**config.mk**
```make
export PLATFORM = sky130hd
export DESIGN_NAME = rs_issue_scheduler
export DESIGN_NICKNAME = d
export VERILOG_FILES = /design/src/rtl/rs_issue_scheduler.sv
export SDC_FILE = /design/constraint.sdc
export NUM_CORES = 1
export LEC_CHECK = 0
export CORE_ASPECT_RATIO = 0.75
export CORE_UTILIZATION = 49
export DETAILED_ROUTE_END_ITERATION = 6
export PLACE_DENSITY = 0.72
export SYNTH_ARGS = -nofsm -noshare
export SYNTH_HDL_FRONTEND = slang
export SYNTH_SLANG_ARGS = --single-unit
```
**constraint.sdc**
```tcl
create_clock -name clk -period 8.6 [get_ports clk]
set_clock_uncertainty 0.05 [all_clocks]
set_input_delay 2.58 -clock clk [delete_from_list [all_inputs] [get_ports clk]]
set_output_delay 2.58 -clock clk [all_outputs]
set_load 0.02 [all_outputs]
```
**src/rtl/rs_issue_scheduler.sv**
```systemverilog
// Reservation-station issue scheduler.
// Each cycle it picks ready, not-yet-issued RS entries in round-robin order
// and loads them into free functional-unit issue slots. Entries stay marked
// as issued until they retire (done), so no entry is issued twice.
// flush_valid drops every grant and the whole issued mask.
//
// Per-slot FSM
//   state   | meaning
//   S_IDLE  | slot empty, fu_valid[f]=0
//   S_HOLD  | slot presents fu_idx[f] to FU f and waits for fu_ready[f]
module rs_issue_scheduler #(
    parameter int SIZE   = 8,
    parameter int NUM_FU = 2,
    parameter int IDXW   = $clog2(SIZE)
) (
    input  logic                   clk,
    input  logic                   rst,
    input  logic                   flush_valid,
    input  logic [SIZE-1:0]        ready,
    input  logic [SIZE-1:0]        done,
    output logic [NUM_FU-1:0]      fu_valid,
    output logic [NUM_FU*IDXW-1:0] fu_idx,
    input  logic [NUM_FU-1:0]      fu_ready,
    output logic [SIZE-1:0]        issued_mask,
    output logic [IDXW-1:0]        rr_ptr
);

    localparam logic [0:0] S_IDLE = 1'b0;
    localparam logic [0:0] S_HOLD = 1'b1;

    logic [0:0]       r_state [NUM_FU];
    logic [IDXW-1:0]  r_idx   [NUM_FU];
    logic [SIZE-1:0]  r_issued;
    logic [IDXW-1:0]  r_rr;

    logic [SIZE-1:0]   w_cand;
    logic [NUM_FU-1:0] w_free;
    logic [NUM_FU-1:0] w_gnt_v;
    logic [IDXW-1:0]   w_gnt_idx [NUM_FU];
    logic [SIZE-1:0]   w_gnt_mask;
    logic [IDXW-1:0]   w_last;
    logic              w_any;
    logic [IDXW-1:0]   w_scan;
    logic              w_placed;

    // Candidate set and free-slot set for this cycle.
    always_comb begin
        w_cand = ready & ~r_issued & ~done;
        w_free = '0;
        for (int f = 0; f < NUM_FU; f++) begin
            w_free[f] = (r_state[f] == S_IDLE) || fu_ready[f];
        end
    end

    // Round-robin scan from rr_ptr; the n-th candidate found goes to the
    // n-th free slot (lowest-numbered first). Nothing is granted on flush.
    always_comb begin
        w_gnt_v    = '0;
        w_last     = '0;
        w_any      = 1'b0;
        w_scan     = '0;
        w_placed   = 1'b0;
        for (int f = 0; f < NUM_FU; f++) begin
            w_gnt_idx[f] = '0;
        end
        for (int k = 0; k < SIZE; k++) begin
            w_scan   = r_rr + IDXW'(k);
            w_placed = 1'b0;
            if (w_cand[w_scan] && !flush_valid) begin
                for (int f = 0; f < NUM_FU; f++) begin
                    if (!w_placed && w_free[f] && !w_gnt_v[f]) begin
                        w_gnt_v[f]   = 1'b1;
                        w_gnt_idx[f] = w_scan;
                        w_placed     = 1'b1;
                        w_last       = w_scan;
                        w_any        = 1'b1;
                    end
                end
            end
        end
    end

    // One-hot of the entries granted this cycle, used to set issued_mask.
    always_comb begin
        w_gnt_mask = '0;
        for (int f = 0; f < NUM_FU; f++) begin
            if (w_gnt_v[f]) begin
                w_gnt_mask[w_gnt_idx[f]] = 1'b1;
            end
        end
    end

    // Slot FSMs: flush beats everything, a new grant reloads the slot,
    // otherwise done on the held entry or an FU accept empties it.
    always_ff @(posedge clk or negedge rst) begin
        if (!rst) begin
            for (int f = 0; f < NUM_FU; f++) begin
                r_state[f] <= S_IDLE;
                r_idx[f]   <= '0;
            end
        end else if (flush_valid) begin
            for (int f = 0; f < NUM_FU; f++) begin
                r_state[f] <= S_IDLE;
            end
        end else begin
            for (int f = 0; f < NUM_FU; f++) begin
                if (w_gnt_v[f]) begin
                    r_state[f] <= S_HOLD;
                    r_idx[f]   <= w_gnt_idx[f];
                end else if (r_state[f] == S_HOLD &&
                             (done[r_idx[f]] || fu_ready[f])) begin
                    r_state[f] <= S_IDLE;
                end
            end
        end
    end

    // Issued mask and round-robin pointer; the pointer moves to just past
    // the last entry granted and is left alone on idle or flush cycles.
    always_ff @(posedge clk or negedge rst) begin
        if (!rst) begin
            r_issued <= '0;
            r_rr     <= '0;
        end else if (flush_valid) begin
            r_issued <= '0;
        end else begin
            r_issued <= (r_issued & ~done) | w_gnt_mask;
            if (w_any) begin
                r_rr <= w_last + IDXW'(1);
            end
        end
    end

    // Slot state drives the outputs directly, so an async reset clears
    // fu_valid without waiting for a clock edge.
    always_comb begin
        fu_valid = '0;
        fu_idx   = '0;
        for (int f = 0; f < NUM_FU; f++) begin
            fu_valid[f]              = (r_state[f] == S_HOLD);
            fu_idx[f*IDXW +: IDXW]   = r_idx[f];
        end
    end

    assign issued_mask = r_issued;
    assign rr_ptr      = r_rr;

endmodule
```
==> metrics, run 1 <==
Reg2Reg Setup Slack 2.57 ns; Netlist cell types 88; RR Startpoint rr_ptr[1]$_DFFE_PN0P_; critical path endpoint rr_ptr[2]$_DFFE_PN0P_; antenna-violating nets left 0; Area contributors post-synth dfrtp_1 (15%), mux4_2 (8.5%), nand2_1 (4.6%); worst-path cell chain clkdlybuf4s50_1, nor3b_2, a2111oi_1, or4_1, o21ai_4, or3_1, o2bb2ai_2, nor2_1, o21ai_0, a311oi_1, a21o_1, a2bb2oi_1, ha_1, a21boi_0, nor3_2; max-slew violations 0; clk buf depth 2; total gr overflow 0; Setup TNS Final 0 ns; R2R Path End rr_ptr[2]$_DFFE_PN0P_; routed len/inst 22.7 µm; post-route cell area 3640 µm²; Tmin final 7.28 ns; met2 WL 4.64 mm; post-synth top area cell dfrtp_1; number of port buffers 39; post-detail-place hpwl 8.41 mm; total CTS buffers 3; CP peak stage delay 0.93 ns; mapped cell area 3190 µm²; clock root buffer master clkbuf_8; clk slew on worst S/H paths 0.08 ns; Die Height 71.9 µm; max_cap viols 0; largest net degree at the start of global routing 36; Synth async-reset ratio 1.00; Die Span X 95.2 µm; fraction of layout cells with a size suffix above 1 0.157; core footprint 6290 µm²; slew margin rel. 0.338; crit start category input port; Area Growth Syn to Fin 14.2%; Post-synth EDFFs 0; CP required 8.70 ns; Yosys reg bits 19; Ant. Diodes 0; ys flop type dfrtp_1; CTS tree done; status completed; metal1 wirelength 5.12 mm; Worst Hold Class flip-flop to flip-flop; Initial Util 0.508; post-synthesis sequential area ratio 0.149; H-tree depth 1; global-route wire length before repair 17.8 mm; DRC 0; initial antenna violation count 0; DRT Wirelength 11.2 mm; post-synth top area share 0.149; first-pass iteration count of the detailed router 5; multi-input logic area 2540 µm²; Synthesized Nets 415; clk_lat worst skew 0.27 ns; FF/Latch Area 475 µm²; Worst-Margin Slew 0.991 ns; setup violators final 0; Critical Path Fanout Max 10; slowest stage cell, crit path a2111oi_1; placed cell areas 3590 µm²; Nets 439; via density per instance 7.16; initial drt markers 352; Max Clk Rate 137 MHz; vias in the first global route 3285; post-cts repair resize count 0; max layer used met4; Worst Path Arrival 7.38 ns; RSZ-0062 raised after global routing no; # hold bufs at CTS 0; Worst R2R Path Depth 16; Rows 25; Avg Cell Area, Syn 8.16 µm²; vias 3545; Ys Warns 0; Worst Setup SP done[7]; I/O pins 40; final hold vios 0; gp weighted congestion 0.994; post-synthesis cell count 391; Tot GR Track Use 0.342; filler instances 586; crit end category flip-flop; Post-CTS Setup Repair Bufs 0; ratio of final minimum period to clock period 0.847; DIE AREA 6840 µm²; met3 WL 1.14 mm; CTS Sinks 19; WS Path Type input port to flip-flop
-- how the worst min path moves through the flow --
stage	start	end	slack, ns	cells past startpoint
6_report	fu_idx[5]$_DFFE_PN0P_	fu_idx[5]$_DFFE_PN0P_	0.49	2
5_1_grt	fu_idx[5]$_DFFE_PN0P_	fu_idx[5]$_DFFE_PN0P_	0.53	2
4_1_cts	fu_idx[5]$_DFFE_PN0P_	fu_idx[5]$_DFFE_PN0P_	0.49	2
3_5_place_dp	fu_idx[5]$_DFFE_PN0P_	fu_idx[5]$_DFFE_PN0P_	0.46	2
3_3_place_gp	fu_idx[5]$_DFFE_PN0P_	fu_idx[5]$_DFFE_PN0P_	0.46	2
2_1_floorplan	fu_idx[2]$_DFFE_PN0P_	fu_idx[2]$_DFFE_PN0P_	0.56	2
-- cells in the final DEF, fill, tap and decap left out, types with 6 or more instances in the layout --
cell type	count
dfrtp_1	19
nor2_1	38
a211oi_1	8
o21ai_0	17
mux2_2	11
clkdlybuf4s50_1	39
nand2_1	39
mux4_2	12
mux2i_1	10
o31ai_1	9
inv_1	8
a21o_1	6
nand2b_1	8
nor3_1	11
a21oi_1	25
-- logic make-up after synthesis --
kind of cell / after synthesis / share of synthesized area
adder cells (fa/ha/maj): 5 / 0.0180
AO/OA/AOI/OAI: 143 / 0.338
buffers and inverters: 37 / 0.0537
flip-flops: 19 / 0.149
AND/OR/NAND/NOR: 149 / 0.267
XOR/XNOR: 5 / 0.0196
multiplexers: 33 / 0.155
-- metal layers --
layer,vias to the layer above,global-route usage
met5,-,0
met4,0,0.114
met3,31,0.0556
met2,212,0.489
met1,1703,0.518
li1,1599,-
-- worst max-delay path, delay by kind of cell --
kind | cells | cell delay [ns]
buf+inv | 1 | 0.61
compound gates | 8 | 2.66
fa+ha+maj | 1 | 0.18
simple gates | 5 | 1.35
-- layout make-up --
class                           count  share of cell area
Multi-Input combinational cell    335               0.698
Inverter                           12              0.0124
Clock inverter                      1             0.00206
Tap cell                           81              0.0278
Timing Repair Buffer               44               0.117
Clock buffer                        3              0.0113
Sequential cell                    19               0.130
-- stage by stage --
stage	setup slack [ns]	hold slack (ns)	instances	util
floorplan	2.67	0.556	391	-
global placement	1.26	0.465	491	0.572
detailed placement	1.28	0.463	491	0.572
CTS	1.53	0.488	495	0.580
global route	1.16	0.529	495	0.580
finish	1.32	0.486	495	0.580
-- synth_stat cells (3+ instances only) --
cell type  instances
a2bb2oi_1          3
a31oi_1            4
a21o_1             6
buf_1              3
buf_4              4
a22oi_1            4
a31o_2             3
nor2b_1            5
buf_2              6
o21a_1             3
clkbuf_1           9
or2_2              4
or3_1              4
mux2i_1           10
a211oi_1           8
o211ai_1           5
inv_2              3
o31a_1             3
dfrtp_1           19
o21ai_0           17
nor2_1            38
ha_1               3
mux2_2            11
mux4_2            12
a311oi_1           5
nor4_1             3
a21oi_1           25
nor3b_2            4
a21boi_0           3
inv_1              8
nor3_1            11
o22ai_1            4
o31ai_1            9
a221o_1            3
nor3b_1            4
a32oi_1            3
nor4b_1            5
a2111oi_1          3
nand2_1           39
nand3_1            4
nand2b_1           8
o221ai_1           3
o32a_1             4
-- registers in the layout (all words and copies together) (netlist names) --
register     flops
issued_mask      8
fu_idx           6
rr_ptr           3
fu_valid         2
Power of run 1 is not shown: default switching activity piles up to over one toggle a cycle in this logic, so the estimate is an artifact.
==> inputs of run 2 (changes only) <==
clock period = 6.8 ns   (was 8.6 ns; I/O delays follow)
==> run 2 against run 1 <==
  * Global-route usage rose by 0.86 points
  * Core utilization rose by 1.6 points
  * Design area rose by 2.7%
  * Count of clock-buffer cells in the layout did not move
  * Critical path depth did not move
  * Final cell count rose by 2.6%
  * Wire length rose by 1.7%
  * Non-clock buffer count rose by 13
==> metrics, run 2 (same netlist as run 1, synthesis figures left out) <==
DIE AREA 6840 µm² (unchanged); CP peak stage delay 0.91 ns (was 0.93 ns); CTS tree done (unchanged); Area Growth Syn to Fin 17.2% (was 14.2%); H-tree depth 1 (unchanged); FF/Latch Area 475 µm² (unchanged); most frequent cells in the layout nand2_1 (39), clkdlybuf4s50_1 (39), nor2_1 (38) (unchanged); slew margin rel. 0.343 (was 0.338); total gr overflow 0 (unchanged); Tmin final 6.42 ns; Max Clk Rate 156 MHz; total CTS buffers 3 (unchanged); Ant. Diodes 0 (unchanged); WP buf/inv 1 (unchanged); number of port buffers 39 (unchanged); Setup TNS Final 0 ns (unchanged); global-route wire length before repair 18.3 mm (was 17.8 mm); Rows 25 (unchanged); Worst-Margin Slew 0.984 ns (was 0.991 ns); setup violators final 0 (unchanged); Post-CTS Setup Repair Bufs 0 (unchanged); CP required 6.90 ns (was 8.70 ns); post-cts repair resize count 0 (unchanged); post-detail-place hpwl 8.72 mm (was 8.41 mm); core footprint 6290 µm² (unchanged); final hold vios 0 (unchanged); initial antenna violation count 0 (unchanged); Tot GR Track Use 0.350 (was 0.342); # hold bufs at CTS 0 (unchanged); fraction of layout cells with a size suffix above 1 0.183 (was 0.157); RSZ-0062 raised after global routing no (unchanged); I/O pins 40 (unchanged); largest net degree at the start of global routing 35 (was 36); clk buf depth 2 (unchanged); clk_lat worst skew 0.26 ns (was 0.27 ns); worst-path cell chain clkdlybuf4s50_1, nor3b_4, a2111oi_1, or4_1, o21ai_4, or3_1, o2bb2ai_2, nor2_1, o21ai_0, a311oi_1, a21o_1, a2bb2oi_1, ha_1, a21boi_0, nor3_2 (was clkdlybuf4s50_1, nor3b_2, a2111oi_1, or4_1, o21ai_4, or3_1, o2bb2ai_2, nor2_1, o21ai_0, a311oi_1, a21o_1, a2bb2oi_1, ha_1, a21boi_0, nor3_2); placed cell areas 3690 µm² (was 3590 µm²); gp weighted congestion 0.999 (was 0.994); antenna-violating nets left 0 (unchanged); filler instances 576 (was 586); max-slew violations 0 (unchanged); clock root buffer master clkbuf_8 (unchanged); multi-input logic area 2540 µm² (unchanged); DRT Wirelength 11.4 mm (was 11.2 mm); Critical Path Fanout Max 10 (unchanged); max FFs per register 8 (unchanged); Die Span X 95.2 µm (unchanged); first-pass iteration count of the detailed router 6 (was 5); WS Path Type input port to flip-flop (unchanged); Nets 452 (was 439); clk slew on worst S/H paths 0.07 ns (was 0.08 ns); vias 3623 (was 3545); CTS Sinks 19 (unchanged); via density per instance 7.13 (was 7.16); DRC 0 (unchanged); crit start category input port (unchanged); Crit path max-delay family compound AO/OA/AOI/OAI gates (unchanged); status completed (unchanged); Die Height 71.9 µm (unchanged); routed len/inst 22.5 µm (was 22.7 µm); post-route cell area 3740 µm² (was 3640 µm²); crit end category flip-flop (unchanged); Worst Path Arrival 6.51 ns (was 7.38 ns); max_cap viols 0 (unchanged); slowest stage cell, crit path a2111oi_1 (unchanged); initial drt markers 532 (was 352); Initial Util 0.508 (unchanged); ratio of final minimum period to clock period 0.943; vias in the first global route 3238 (was 3285); Worst Hold Class flip-flop to flip-flop (unchanged)
-- run 2: cell types whose count changed in the layout (fill, tap and decap cells not counted), sizes merged --
cell / before / now
buf: 5 / 18
-- run 2: area by class of cell --
type	instances	share of cell area
clock inverters	1	0.00201
repair buffers	57	0.140
well taps	81	0.0271
inverters	12	0.0120
multi-input cells	335	0.680
flip-flops and latches	19	0.127
clock buffers	3	0.0110
-- run 2: worst register-to-register path, delay by kind of cell, from the launching register on --
| kind | cells | cell delay [ns] |
|---|---|---|
| AOI/OAI and AO/OA | 7 | 1.75 |
| muxes | 2 | 0.99 |
| adders and majority gates | 2 | 0.84 |
| and+or+nand+nor | 3 | 0.66 |
| DFF | 1 | 0.36 |
| buffers and inverters | 1 | 0.33 |
-- run 2: metal layers --
metal | vias to the layer above | part of all wire | track usage | wire length, µm
li1 | 1619 | - | - | -
met4 | 0 | 0.014 | 0.0875 | 165
met1 | 1725 | 0.46 | 0.553 | 5220
met5 | - | 0 | 0 | 0
met2 | 253 | 0.42 | 0.498 | 4850
met3 | 26 | 0.11 | 0.0440 | 1220
-- run 2: final timing paths --
path / startpoint / to / slack, ns / cells after the start
worst max-delay path: done[2] / rr_ptr[2]$_DFFE_PN0P_ / 0.38 / 15
worst min-delay path: fu_idx[5]$_DFFE_PN0P_ / fu_idx[5]$_DFFE_PN0P_ / 0.50 / 2
worst max register to register: rr_ptr[1]$_DFFE_PN0P_ / rr_ptr[2]$_DFFE_PN0P_ / 1.72 / 15
worst min register to register: fu_idx[5]$_DFFE_PN0P_ / fu_idx[5]$_DFFE_PN0P_ / 0.50 / 2
max in group asynchronous: rst / rr_ptr[1]$_DFFE_PN0P_ / 3.93 / 1
min in group asynchronous: rst / fu_idx[4]$_DFFE_PN0P_ / 2.23 / 1
-- run 2: stage by stage --
| stage | hold WS, ns | std cells | util | worst slack [ns] |
|---|---|---|---|---|
| after detailed placement | 0.456 | 504 | 0.587 | 0.235 |
| after CTS | 0.488 | 508 | 0.595 | 0.510 |
| final | 0.496 | 508 | 0.595 | 0.385 |
| after floorplan | 0.556 | 391 | - | 1.41 |
| after global placement | 0.466 | 504 | 0.587 | 0.383 |
| after global routing | 0.521 | 508 | 0.595 | 0.112 |
Power of run 2 is left out for the same reason.
==> inputs of run 3 (changes only) <==
ABC_AREA = 1   (was unset)
DONT_BUFFER_PORTS = 1   (was unset)
PLACE_DENSITY = unset   (was 0.72)
==> run 3 against run 2 <==
  * Maximum frequency is 37% higher
  * Critical path type is now flip-flop to flip-flop
  * Sequential share of layout area is 5.4 points higher
  * Synthesized cell count increased by 8.4%
  * Worst hold slack better by 0.17 ns
==> metrics, run 3 <==
status completed (unchanged); Tot GR Track Use 0.327 (was 0.350); Worst-Margin Slew 0.999 ns (was 0.984 ns); via density per instance 6.13 (was 7.13); post-synth top area cell dfrtp_1 (unchanged); ys flop type dfrtp_1 (unchanged); total gr overflow 0 (unchanged); post-synthesis cell count 424 (was 391); CTS Sinks 19 (unchanged); CP required 6.90 ns (about the same); Post-synth EDFFs 0 (unchanged); worst-path cell chain inv_2, ha_1, inv_2, nand3_1, nand3_1, nand3_1, nand2_1, nor2_4, nand2_2, nor2_4, nor3_2, nor2_4, nand2_2, nor2_4, nand2_4, nand2_1, inv_1, a31oi_1, ha_1, nand3_1, nand3_1, nand2_1 (was clkdlybuf4s50_1, nor3b_4, a2111oi_1, or4_1, o21ai_4, or3_1, o2bb2ai_2, nor2_1, o21ai_0, a311oi_1, a21o_1, a2bb2oi_1, ha_1, a21boi_0, nor3_2); Tmin final 4.69 ns (was 6.42 ns); Die Height 64.3 µm (was 71.9 µm); DRT Wirelength 8.45 mm (was 11.4 mm); crit start category flip-flop (was input port); crit end category flip-flop (unchanged); met3 WL 1.25 mm (was 1.22 mm); Area Growth Syn to Fin 3.30% (was 17.2%); Ys Warns 0 (unchanged); max FFs per register 8 (unchanged); Worst Path Arrival 4.79 ns (was 6.51 ns); I/O pins 40 (unchanged); global-route wire length before repair 13.8 mm (was 18.3 mm); routed len/inst 17.5 µm (was 22.5 µm); CTS tree done (unchanged); Nets 447 (was 452); clock root buffer master clkbuf_8 (unchanged); WS Path Type flip-flop to flip-flop (was input port to flip-flop); number of port buffers 0 (was 39); Critical Path Fanout Max 17 (was 10); post-synth top area share 0.187 (was 0.149); antenna-violating nets left 0 (unchanged); clk_lat worst skew 0.26 ns (about the same); RSZ-0062 raised after global routing no (unchanged); R2R Path End rr_ptr[2]$_DFFE_PN0P_ (unchanged); fraction of layout cells with a size suffix above 1 0.123 (was 0.183); H-tree depth 1 (unchanged); largest net degree at the start of global routing 20 (was 35); Die Span X 85.1 µm (was 95.2 µm); filler instances 546 (was 576); first-pass iteration count of the detailed router 5 (was 6); Netlist cell types 39 (was 88); CP peak stage delay 0.91 ns (about the same); Rows 22 (was 25); post-detail-place hpwl 6.63 mm (was 8.72 mm); Ant. Diodes 0 (unchanged); clk buf depth 2 (unchanged); Hold Path End fu_idx[4]$_DFFE_PN0P_ (was fu_idx[5]$_DFFE_PN0P_); initial drt markers 365 (was 532); Crit path top cell by count nand3_1; Initial Util 0.515 (was 0.508); slew margin rel. 0.334 (was 0.343); gp weighted congestion 1.08 (was 0.999); Yosys reg bits 19 (unchanged); Worst R2R Path Depth 22 (was 15); mapped cell area 2540 µm² (was 3190 µm²); ratio of final minimum period to clock period 0.689 (was 0.943); RR Startpoint rr_ptr[0]$_DFFE_PN0P_ (was rr_ptr[1]$_DFFE_PN0P_); max_cap viols 0 (unchanged); core footprint 4930 µm² (was 6290 µm²); max-slew violations 0 (unchanged); metal1 wirelength 4.05 mm (was 5.22 mm); Post-CTS Setup Repair Bufs 0 (unchanged); vias 2953 (was 3623); top post-synthesis cells by count nand2_1 (91), nand3_1 (71), inv_1 (52) (was nand2_1 (39), nor2_1 (38), a21oi_1 (25)); Synth async-reset ratio 1.00 (unchanged); Max Clk Rate 213 MHz (was 156 MHz); Worst Hold Class flip-flop to flip-flop (unchanged); Synthesized Nets 448 (was 415); Reg2Reg Setup Slack 2.11 ns (was 1.72 ns); final hold vios 0 (unchanged); initial antenna violation count 0 (unchanged); setup violators final 0 (unchanged); total CTS buffers 3 (unchanged); commonest non-fill, non-tap cell in the layout nand2_1; slowest stage cell, crit path dfrtp_1 (was a2111oi_1); Hold Crit Start fu_idx[4]$_DFFE_PN0P_ (was fu_idx[5]$_DFFE_PN0P_); Area contributors post-synth dfrtp_1 (19%), nand3_1 (14%), nand2_1 (13%) (was dfrtp_1 (15%), mux4_2 (8.5%), nand2_1 (4.6%)); WP buf/inv 3 (was 1); top-count cell post-synth nand2_1 (unchanged); post-synthesis sequential area ratio 0.187 (was 0.149); WHS Path Cells 2 (unchanged); clk slew on worst S/H paths 0.08 ns (was 0.07 ns); post-cts repair resize count 0 (unchanged); DRC 0 (unchanged); Avg Cell Area, Syn 5.99 µm² (was 8.16 µm²); most frequent cells in the layout nand2_1 (91), nand3_1 (71), inv_1 (52) (was nand2_1 (39), clkdlybuf4s50_1 (39), nor2_1 (38)); met2 WL 3.11 mm (was 4.85 mm); # hold bufs at CTS 0 (unchanged); max layer used met4 (unchanged); DIE AREA 5480 µm² (was 6840 µm²); vias in the first global route 2574 (was 3238); Final Util 0.532 (was 0.595); Setup TNS Final 0 ns (unchanged); Crit path max-delay family simple AND/OR/NAND/NOR gates (was compound AO/OA/AOI/OAI gates)
[run 3: worst max-delay path by stage]
stage / start / to / slack [ns] / cells after the start
2_1_floorplan: done[7] / rr_ptr[2]$_DFFE_PN0P_ / 2.43 / 22
3_3_place_gp: done[4] / rr_ptr[2]$_DFFE_PN0P_ / 2.02 / 21
3_5_place_dp: done[7] / rr_ptr[1]$_DFFE_PN0P_ / 2.01 / 20
4_1_cts: rr_ptr[0]$_DFFE_PN0P_ / rr_ptr[1]$_DFFE_PN0P_ / 2.25 / 21
5_1_grt: rr_ptr[0]$_DFFE_PN0P_ / rr_ptr[2]$_DFFE_PN0P_ / 1.80 / 22
6_report: rr_ptr[0]$_DFFE_PN0P_ / rr_ptr[2]$_DFFE_PN0P_ / 2.11 / 22
[run 3: area by class of cell]
type                       instances  area (µm²)  area share
sequential                        19         475       0.181
tap                               60        75.1      0.0286
multi-input combinational        328        1750       0.667
inverter                          69         260      0.0992
clock buffer                       3        41.3      0.0157
timing repair buffer               2        15.0     0.00573
clock inverter                     1        7.51     0.00286
[run 3: routing by layer]
metal  global-route usage  vias to the layer above
li1                     -                     1409
met1                0.534                     1336
met2                0.412                      202
met3                0.106                        6
met4               0.0275                        0
met5                    0                        -
[run 3: cells by family after synthesis]
group	count (synthesis)	synth area share
simple gates	236	0.453
xor+xnor	3	0.0281
buf+inv	77	0.124
fa+ha+maj	3	0.0148
compound gates	86	0.192
flops	19	0.187
[run 3: metrics by stage]
stage / setup slack, ns / instances / hold WS (ns) / instance area, µm²
after global placement: 2.02 / 478 / 0.637 / 2570
final: 2.11 / 482 / 0.663 / 2620
after floorplan: 2.43 / 424 / 0.595 / 2540
after detailed placement: 2.01 / 478 / 0.648 / 2570
after CTS: 2.25 / 482 / 0.659 / 2620
after global routing: 1.80 / 482 / 0.668 / 2620
[run 3: worst reg2reg max path, stage by stage (launching register included)]
cell     delay, ns
dfrtp_1       0.91
inv_2         0.32
ha_1          0.69
inv_2         0.22
nand3_1       0.15
nand3_1       0.11
nand3_1       0.18
nand2_1       0.12
nor2_4        0.17
nand2_2       0.11
nor2_4        0.15
nor3_2        0.07
nor2_4        0.17
nand2_2       0.09
nor2_4        0.12
nand2_4       0.08
nand2_1       0.15
inv_1         0.07
a31oi_1       0.23
ha_1          0.20
nand3_1       0.07
nand3_1       0.08
nand2_1       0.05
Power of run 3 is left out for the same reason.
